<file path="config.mk">
export PLATFORM = sky130hd
export DESIGN_NAME = icache_sa
export DESIGN_NICKNAME = d
export VERILOG_FILES = /design/src/rtl/icache_sa.sv
export SDC_FILE = /design/constraint.sdc
export NUM_CORES = 2
export LEC_CHECK = 0
export CORE_ASPECT_RATIO = 1.4
export CORE_UTILIZATION = 35
export CTS_BUF_LIST = sky130_fd_sc_hd__clkbuf_2 sky130_fd_sc_hd__clkbuf_4 sky130_fd_sc_hd__clkbuf_8
export CTS_CLUSTER_DIAMETER = 60
export DETAILED_ROUTE_END_ITERATION = 10
export GPL_ROUTABILITY_DRIVEN = 1
export SYNTH_ARGS = -nofsm -noshare
export SYNTH_HDL_FRONTEND = slang
export SYNTH_MEMORY_MAX_BITS = 65536
export SYNTH_SLANG_ARGS = --single-unit
</file>
<file path="constraint.sdc">
create_clock -name clk -period 34.6 [get_ports clk]
set_input_delay 10.38 -clock clk [delete_from_list [all_inputs] [get_ports clk]]
set_output_delay 10.38 -clock clk [all_outputs]
set_load 0.02 [all_outputs]
</file>
<file path="src/rtl/icache_sa.sv">
// icache_sa: set-associative instruction cache between fetch and IRAM.
//
// Hits are looked up combinationally and answered in the same cycle. A miss
// latches the request and runs a request/acknowledge refill from IRAM. The
// returned line is forwarded to fetch in the ack cycle. A flush sweeps the
// valid bits one set per cycle.
//
// Build option: define ICACHE_LRU_EN for true per-set LRU replacement.
// Without it, each set uses a round-robin fill counter.
//
// Ports:
//   clk, nrst      clock, synchronous active-low reset
//   i_req_valid    fetch presents i_req_pc this cycle
//   i_req_pc       fetch address (bits [1:0] ignored)
//   i_flush        full invalidate request, 1-cycle pulse
//   o_resp_valid   o_resp_instr is valid this cycle
//   o_resp_instr   fetched instruction, 0 when o_resp_valid=0
//   o_stall        cache busy; fetch holds i_req_pc
//   o_mem_req      IRAM block request, held until i_mem_ack
//   o_mem_addr     block-aligned IRAM address
//   i_mem_ack      i_mem_block valid, 1-cycle pulse
//   i_mem_block    refill line, byte k at bits [8k:8k+7]
module icache_sa #(
  parameter int unsigned PC_W    = 32,
  parameter int unsigned INSTR_W = 32,
  parameter int unsigned BLOCK_W = 128,
  parameter int unsigned SETS    = 16,
  parameter int unsigned WAYS    = 2
) (
  input  logic               clk,
  input  logic               nrst,
  input  logic               i_req_valid,
  input  logic [PC_W-1:0]    i_req_pc,
  input  logic               i_flush,
  output logic               o_resp_valid,
  output logic [INSTR_W-1:0] o_resp_instr,
  output logic               o_stall,
  output logic               o_mem_req,
  output logic [PC_W-1:0]    o_mem_addr,
  input  logic               i_mem_ack,
  input  logic [0:BLOCK_W-1] i_mem_block
);

  localparam int unsigned OFF    = $clog2(BLOCK_W / 8);
  localparam int unsigned IDX    = $clog2(SETS);
  localparam int unsigned TAG_W  = PC_W - OFF - IDX;
  localparam int unsigned WSEL_W = OFF - 2;
  localparam int unsigned WAY_W  = $clog2(WAYS);

  typedef enum logic [1:0] {StIdle, StMiss, StFlush} state_e;

  state_e r_state, w_state_next;

  logic [0:BLOCK_W-1] r_data  [SETS][WAYS];
  logic [TAG_W-1:0]   r_tag   [SETS][WAYS];
  logic [WAYS-1:0]    r_valid [SETS];

  logic [TAG_W-1:0]  r_miss_tag;
  logic [IDX-1:0]    r_miss_set;
  logic [WSEL_W-1:0] r_miss_word;
  logic              r_flush_pend;
  logic [IDX-1:0]    r_flush_set;

  logic [TAG_W-1:0]   w_req_tag;
  logic [IDX-1:0]     w_req_set;
  logic [WSEL_W-1:0]  w_req_word;
  logic               w_hit_any;
  logic [WAY_W-1:0]   w_hit_way;
  logic [INSTR_W-1:0] w_hit_word;
  logic [INSTR_W-1:0] w_fill_word;
  logic [WAY_W-1:0]   w_victim;
  logic               w_has_inv;
  logic               w_hit_acc;
  logic               w_fill;

  assign w_req_tag  = i_req_pc[PC_W-1:OFF+IDX];
  assign w_req_set  = i_req_pc[OFF+IDX-1:OFF];
  assign w_req_word = i_req_pc[OFF-1:2];

  // Little-endian word assembled from an ascending-byte line.
  function automatic logic [INSTR_W-1:0] f_word(input logic [0:BLOCK_W-1] line,
                                                input logic [WSEL_W-1:0] sel);
    logic [INSTR_W-1:0] word;
    word = '0;
    for (int unsigned b = 0; b < 4; b++) begin
      word[8*b +: 8] = line[8*(4*int'(sel) + b) +: 8];
    end
    return word;
  endfunction

  always_comb begin
    w_hit_any = 1'b0;
    w_hit_way = '0;
    for (int unsigned w = 0; w < WAYS; w++) begin
      if (!w_hit_any && r_valid[w_req_set][w] && (r_tag[w_req_set][w] == w_req_tag)) begin
        w_hit_any = 1'b1;
        w_hit_way = WAY_W'(w);
      end
    end
  end

  assign w_hit_word  = f_word(r_data[w_req_set][w_hit_way], w_req_word);
  assign w_fill_word = f_word(i_mem_block, r_miss_word);

`ifdef ICACHE_LRU_EN
  logic [WAY_W-1:0] r_age [SETS][WAYS];
  logic [IDX-1:0]   w_acc_set;
  logic [WAY_W-1:0] w_acc_way;
  logic [WAY_W-1:0] w_acc_old;
  logic             w_unused;

  assign w_acc_set = w_fill ? r_miss_set : w_req_set;
  assign w_acc_way = w_fill ? w_victim : w_hit_way;
  assign w_acc_old = r_age[w_acc_set][w_acc_way];
  assign w_unused  = ^i_req_pc[1:0];
`else
  logic [WAY_W-1:0] r_rr [SETS];
  logic             w_unused;

  assign w_unused = ^{i_req_pc[1:0], w_hit_acc};
`endif

  // Victim: lowest invalid way first, otherwise the replacement policy.
  always_comb begin
    w_victim  = '0;
    w_has_inv = 1'b0;
    for (int unsigned w = 0; w < WAYS; w++) begin
      if (!w_has_inv && !r_valid[r_miss_set][w]) begin
        w_has_inv = 1'b1;
        w_victim  = WAY_W'(w);
      end
    end
    if (!w_has_inv) begin
`ifdef ICACHE_LRU_EN
      for (int unsigned w = 0; w < WAYS; w++) begin
        if (r_age[r_miss_set][w] == WAY_W'(WAYS - 1)) w_victim = WAY_W'(w);
      end
`else
      w_victim = r_rr[r_miss_set];
`endif
    end
  end

  // FSM state register.
  always_ff @(posedge clk) begin
    if (!nrst) r_state <= StIdle;
    else       r_state <= w_state_next;
  end

  // FSM next state.
  always_comb begin
    w_state_next = r_state;
    case (r_state)
      StIdle: begin
        if (i_flush)                        w_state_next = StFlush;
        else if (i_req_valid && !w_hit_any) w_state_next = StMiss;
      end
      StMiss: begin
        if (i_mem_ack) w_state_next = (r_flush_pend || i_flush) ? StFlush : StIdle;
      end
      StFlush: begin
        if (r_flush_set == IDX'(SETS - 1)) w_state_next = StIdle;
      end
      default: w_state_next = StIdle;
    endcase
  end

  // FSM outputs.
  always_comb begin
    o_resp_valid = 1'b0;
    o_resp_instr = '0;
    o_stall      = 1'b0;
    o_mem_req    = 1'b0;
    o_mem_addr   = '0;
    w_hit_acc    = 1'b0;
    w_fill       = 1'b0;
    case (r_state)
      StIdle: begin
        if (i_req_valid) begin
          // A same-cycle flush wins; the request is held off, not serviced.
          if (!i_flush && w_hit_any) begin
            o_resp_valid = 1'b1;
            o_resp_instr = w_hit_word;
            w_hit_acc    = 1'b1;
          end else begin
            o_stall = 1'b1;
          end
        end
      end
      StMiss: begin
        o_mem_req  = 1'b1;
        o_mem_addr = {r_miss_tag, r_miss_set, {OFF{1'b0}}};
        if (i_mem_ack) begin
          // Forwarded word releases fetch in the ack cycle.
          o_resp_valid = 1'b1;
          o_resp_instr = w_fill_word;
          w_fill       = 1'b1;
        end else begin
          o_stall = 1'b1;
        end
      end
      StFlush: o_stall = 1'b1;
      default: ;
    endcase
  end

  // Control, valid bits and replacement state.
  always_ff @(posedge clk) begin
    if (!nrst) begin
      r_miss_tag   <= '0;
      r_miss_set   <= '0;
      r_miss_word  <= '0;
      r_flush_pend <= 1'b0;
      r_flush_set  <= '0;
      for (int unsigned s = 0; s < SETS; s++) begin
        r_valid[s] <= '0;
`ifdef ICACHE_LRU_EN
        for (int unsigned w = 0; w < WAYS; w++) r_age[s][w] <= '0;
`else
        r_rr[s] <= '0;
`endif
      end
    end else begin
      if (r_state == StIdle && i_req_valid && !i_flush && !w_hit_any) begin
        r_miss_tag  <= w_req_tag;
        r_miss_set  <= w_req_set;
        r_miss_word <= w_req_word;
      end
      if (r_state == StMiss) begin
        if (i_mem_ack)    r_flush_pend <= 1'b0;
        else if (i_flush) r_flush_pend <= 1'b1;
      end
      if (r_state == StFlush) begin
        r_valid[r_flush_set] <= '0;
        r_flush_set          <= r_flush_set + IDX'(1);
      end
      if (w_fill) r_valid[r_miss_set][w_victim] <= 1'b1;
`ifdef ICACHE_LRU_EN
      // Accessed way becomes youngest. Ties (only right after reset) also age,
      // which settles the ages into a proper ordering as ways are filled.
      if (w_hit_acc || w_fill) begin
        for (int unsigned w = 0; w < WAYS; w++) begin
          if (WAY_W'(w) == w_acc_way) begin
            r_age[w_acc_set][w] <= '0;
          end else if (r_age[w_acc_set][w] <= w_acc_old &&
                       r_age[w_acc_set][w] != WAY_W'(WAYS - 1)) begin
            r_age[w_acc_set][w] <= r_age[w_acc_set][w] + WAY_W'(1);
          end
        end
      end
`else
      if (w_fill) r_rr[r_miss_set] <= r_rr[r_miss_set] + WAY_W'(1);
`endif
    end
  end

  // Line data and tags need no reset; the valid bits qualify them.
  always_ff @(posedge clk) begin
    if (w_fill) begin
      r_data[r_miss_set][w_victim] <= i_mem_block;
      r_tag[r_miss_set][w_victim]  <= r_miss_tag;
    end
  end

endmodule

</file>
==> out/metrics.csv <==
stage,metric,value,unit
placed_design,dp_slack,5.75,ns
power_and_ir_drop,clkPwrFrac,0.386,
layout,final_common_cell,edfxtp_1,
synth,syn_inst,8401,
global_routing,overflow,0,
synth,synth_area_leaders,"edfxtp_1 (76%), mux4_2 (16%), mux2i_1 (1.3%)",
detailed_routing,routed_via_density,5.61,
detailed_routing,wl,546,mm
worst_setup_path,crit_chain,buf_8 > buf_4 > buf_4 > mux4_2 > nand2_1 > nand3_1 > o21ai_0 > xnor2_1 > or4_1 > or4_1 > nor2_8 > buf_12 > mux2i_1 > mux2_2 > o21ai_0 > clkdlybuf4s50_1,
layout,fillers,47600,
detailed_routing,routedWlPerCell,32.2,um
worst_setup_path,reg2regPathDepth,10,
global_routing,grtUsageMet3,0.0312,
clocking,numCtsBuffers,689,
sta,hold_viol,0,
synth,ys_ff_latch,4953,
synth,netlist_area,193000,sq um
clocking,clkTransAtPathRegs,0.07,ns
worst_setup_path,cp.required,24.22,ns
power_and_ir_drop,power_switching,2560,uW
power_and_ir_drop,p_leak,0.0669,uW
sta,min_period,28.83,ns
synth,yosysTopAreaCellShare,0.764,
power_and_ir_drop,irDropWorstVdd,0.0293,mV
detailed_routing,dr.pass1.iters,6,
layout,nets,9301,
sta,finalSetupViolations,0,
global_routing,met1_usage,0.252,
detailed_routing,drc,0,
sta,clock_skew,0.113,ns
layout,stdcell_area,218000,sq um
clocking,cts-resized-gates,0,
layout,multiInputGateArea,42300,sq um
layout,seqCellArea,148000,sq um
worst_setup_path,crit_fanout,59,
placed_design,dp_hpwl,277,mm
clocking,cts_sinks,4953,
hold_path,holdPathEnd,r_rr[10]$_DFF_P_,
clocking,cts_tree,yes,
synth,synth_edf_count,4896,
sta,timing.setup.tns,0,ns
floorplanning,start_util,0.352,
worst_setup_path,crit_type,input pin to output pin,
power_and_ir_drop,swShare,0.219,
sta,grt_setup_unrepaired,no,
clocking,htreeDepth,6,
global_routing,grt_pass1_vias,97600,
floorplanning,die-area,553000,sq um
worst_setup_path,cp.arrival,18.45,ns
detailed_routing,drt_iter0_markers,11400,
clocking,cts_max_path_buffers,4,
placed_design,port-buffer-count,225,
synth,synth_ff_type,edfxtp_1,
worst_setup_path,end_kind,output pin,
worst_setup_path,critPathLaunchType,input pin,
global_routing,grt_pass1_wl,757,mm
synth,syn_avg_cell_area,22.9,sq um
global_routing,antenna_found_initial,57,
synth,synth_warnings,0,
worst_setup_path,crit_path_top_delay_cell,o21ai_0,
detailed_routing,num_vias,95000,
flow_run,maxCapViolations,0,
power_and_ir_drop,power,11700,uW
synth,ys_types,86,
clocking,hold_buffers,0,
global_routing,grt_usage,0.193,
floorplanning,die_x,629,um
worst_setup_path,critPathMaxStageDelay,0.83,ns
sta,period_share,0.833,
hold_path,holdCritPathClass,register to register,
synth,synthArstFlopShare,0,
clocking,cts-root-buf,clkbuf_8,
hold_path,hold_depth,1,
synth,ys_seq_area_frac,0.770,
clocking,cts_setup_buffers,0,
floorplanning,io_pins,232,
layout,final_util,0.399,
power_and_ir_drop,pwr-share-comb,0.049,
hold_path,min-delay-start,r_rr[10]$_DFF_P_,
sta,drv_slew,0,
power_and_ir_drop,power_frac_seq,0.565,
power_and_ir_drop,p_per_area,53.7,nW/um^2
worst_setup_path,reg2reg_setup_slack,27.79,ns
floorplanning,row_count,321,
clocking,clkLatencyLatePin,1.19,ns
synth,yosysTopAreaCell,edfxtp_1,
layout,area_growth,13.2,%
sta,fmax,34.7,MHz
sta,slew_headroom,0.0574,
global_routing,top_usage_layer,met2,
placed_design,placement.cell_area,205000,sq um
worst_setup_path,r2r-end,r_data[13][99]$_DFFE_PP_,
global_routing,grt_use_met2,0.332,
detailed_routing,ant_nets,0,
placed_design,place.gp.congestion,0.810,
sta,tightest_slew,1.41,ns
global_routing,grt_max_degree,115,
layout,final_cell_mix,"edfxtp_1 (4896), mux4_2 (1408), clkbuf_8 (710)",
floorplanning,core,547000,sq um
sta,post-route-worst-setup-slack,5.77,ns
status,status,"complete, no violations",
floorplanning,die_h,880,um
power_and_ir_drop,intPower,9140,uW
layout,drive_above_1_share,0.297,
-- layout make-up --
type | instances | share of cell area
sequential | 4953 | 0.680
antenna | 21 | 0.000241
multi-input combinational | 2952 | 0.194
inverter | 19 | 0.000431
tap | 7267 | 0.0417
clock buffer | 917 | 0.0520
clock inverter | 302 | 0.00953
timing repair buffer | 520 | 0.0224
-- power groups by stage --
stage	sequential, uW	clock (uW)	combinational (uW)
3_3_place_gp	6740	0	562
4_1_cts	6610	4600	575
6_report	6610	4520	568
3_5_place_dp	6740	0	574
2_1_floorplan	6730	0	336
5_1_grt	6610	4810	602
-- stage by stage --
stage | hold WS [ns] | std cells
6_report | 0.515 | 17000
5_1_grt | 0.528 | 16900
4_1_cts | 0.509 | 16900
3_5_place_dp | 0.492 | 15700
3_3_place_gp | 0.477 | 15700
2_1_floorplan | 0.452 | 8404
-- routing by layer --
layer	vias up	wire, um
li1	37200	-
met1	52300	213000
met2	4525	275000
met3	972	41800
met4	14	16300
met5	-	92
-- flip-flops by register name (all words and copies together), names as in the netlist, named ones only --
register and count:
r_data 4096, r_flush_pend 1, r_flush_set 4, r_miss_set 4
r_miss_tag 24, r_miss_word 2, r_rr 16, r_state 2
r_tag 768, r_valid 32
-- cell usage after synthesis, types with 6 or more instances --
cell	n
nor3_1	31
a221oi_1	8
o21ai_1	9
nor4_1	9
buf_2	125
nand2_1	411
o22ai_1	12
a22oi_1	28
a2111oi_0	7
or3_1	7
xnor2_1	38
dfxtp_1	57
edfxtp_1	4896
buf_12	7
and3_1	80
o211a_1	18
inv_1	17
buf_1	111
mux4_2	1408
o211ai_1	8
nand4_1	11
mux2i_1	242
o21ai_0	81
buf_4	23
nand3_1	39
nand3b_1	7
clkbuf_1	200
nor2_1	121
o41ai_1	6
nand2b_1	11
buf_6	12
nor2b_1	43
mux2_2	35
a31oi_1	75
mux4_1	26
and2_1	43
xor2_1	26
a21oi_1	12
a211oi_1	14
-- cell families (layout without fill, tap and decap cells) --
logic type	Yosys count	count (layout)	share of synthesized area
AND/OR/NAND/NOR	845	845	0.0207
flip-flops	4953	4953	0.770
buffers and inverters	499	1758	0.0122
adder cells (fa/ha/maj)	1	1	0.0000650
XOR/XNOR	64	64	0.00291
multiplexers	1712	1712	0.183
AO/OA/AOI/OAI	326	326	0.0116
other	1	25	0.0000195
-- worst max-delay path, delay by kind of cell --
| kind | cells | cell delay (ns) |
|---|---|---|
| AO/OA/AOI/OAI | 2 | 1.08 |
| multiplexers | 3 | 1.16 |
| AND/OR/NAND/NOR | 5 | 2.03 |
| buffers and inverters | 5 | 3.10 |
| XOR/XNOR | 1 | 0.22 |
-- how the worst max path moves through the flow --
| stage | slack [ns] | cells after the start | end | start |
|---|---|---|---|---|
| floorplan | 9.62 | 18 | o_resp_instr[25] | i_req_pc[4] |
| global placement | 5.74 | 15 | o_resp_instr[13] | i_req_pc[4] |
| detailed placement | 5.75 | 15 | o_resp_instr[13] | i_req_pc[4] |
| CTS | 5.72 | 15 | o_resp_instr[13] | i_req_pc[4] |
| global route | 5.27 | 15 | o_resp_instr[5] | i_req_pc[4] |
| finish | 5.77 | 16 | o_resp_instr[5] | i_req_pc[5] |
Power figures use the tool's default switching activity.
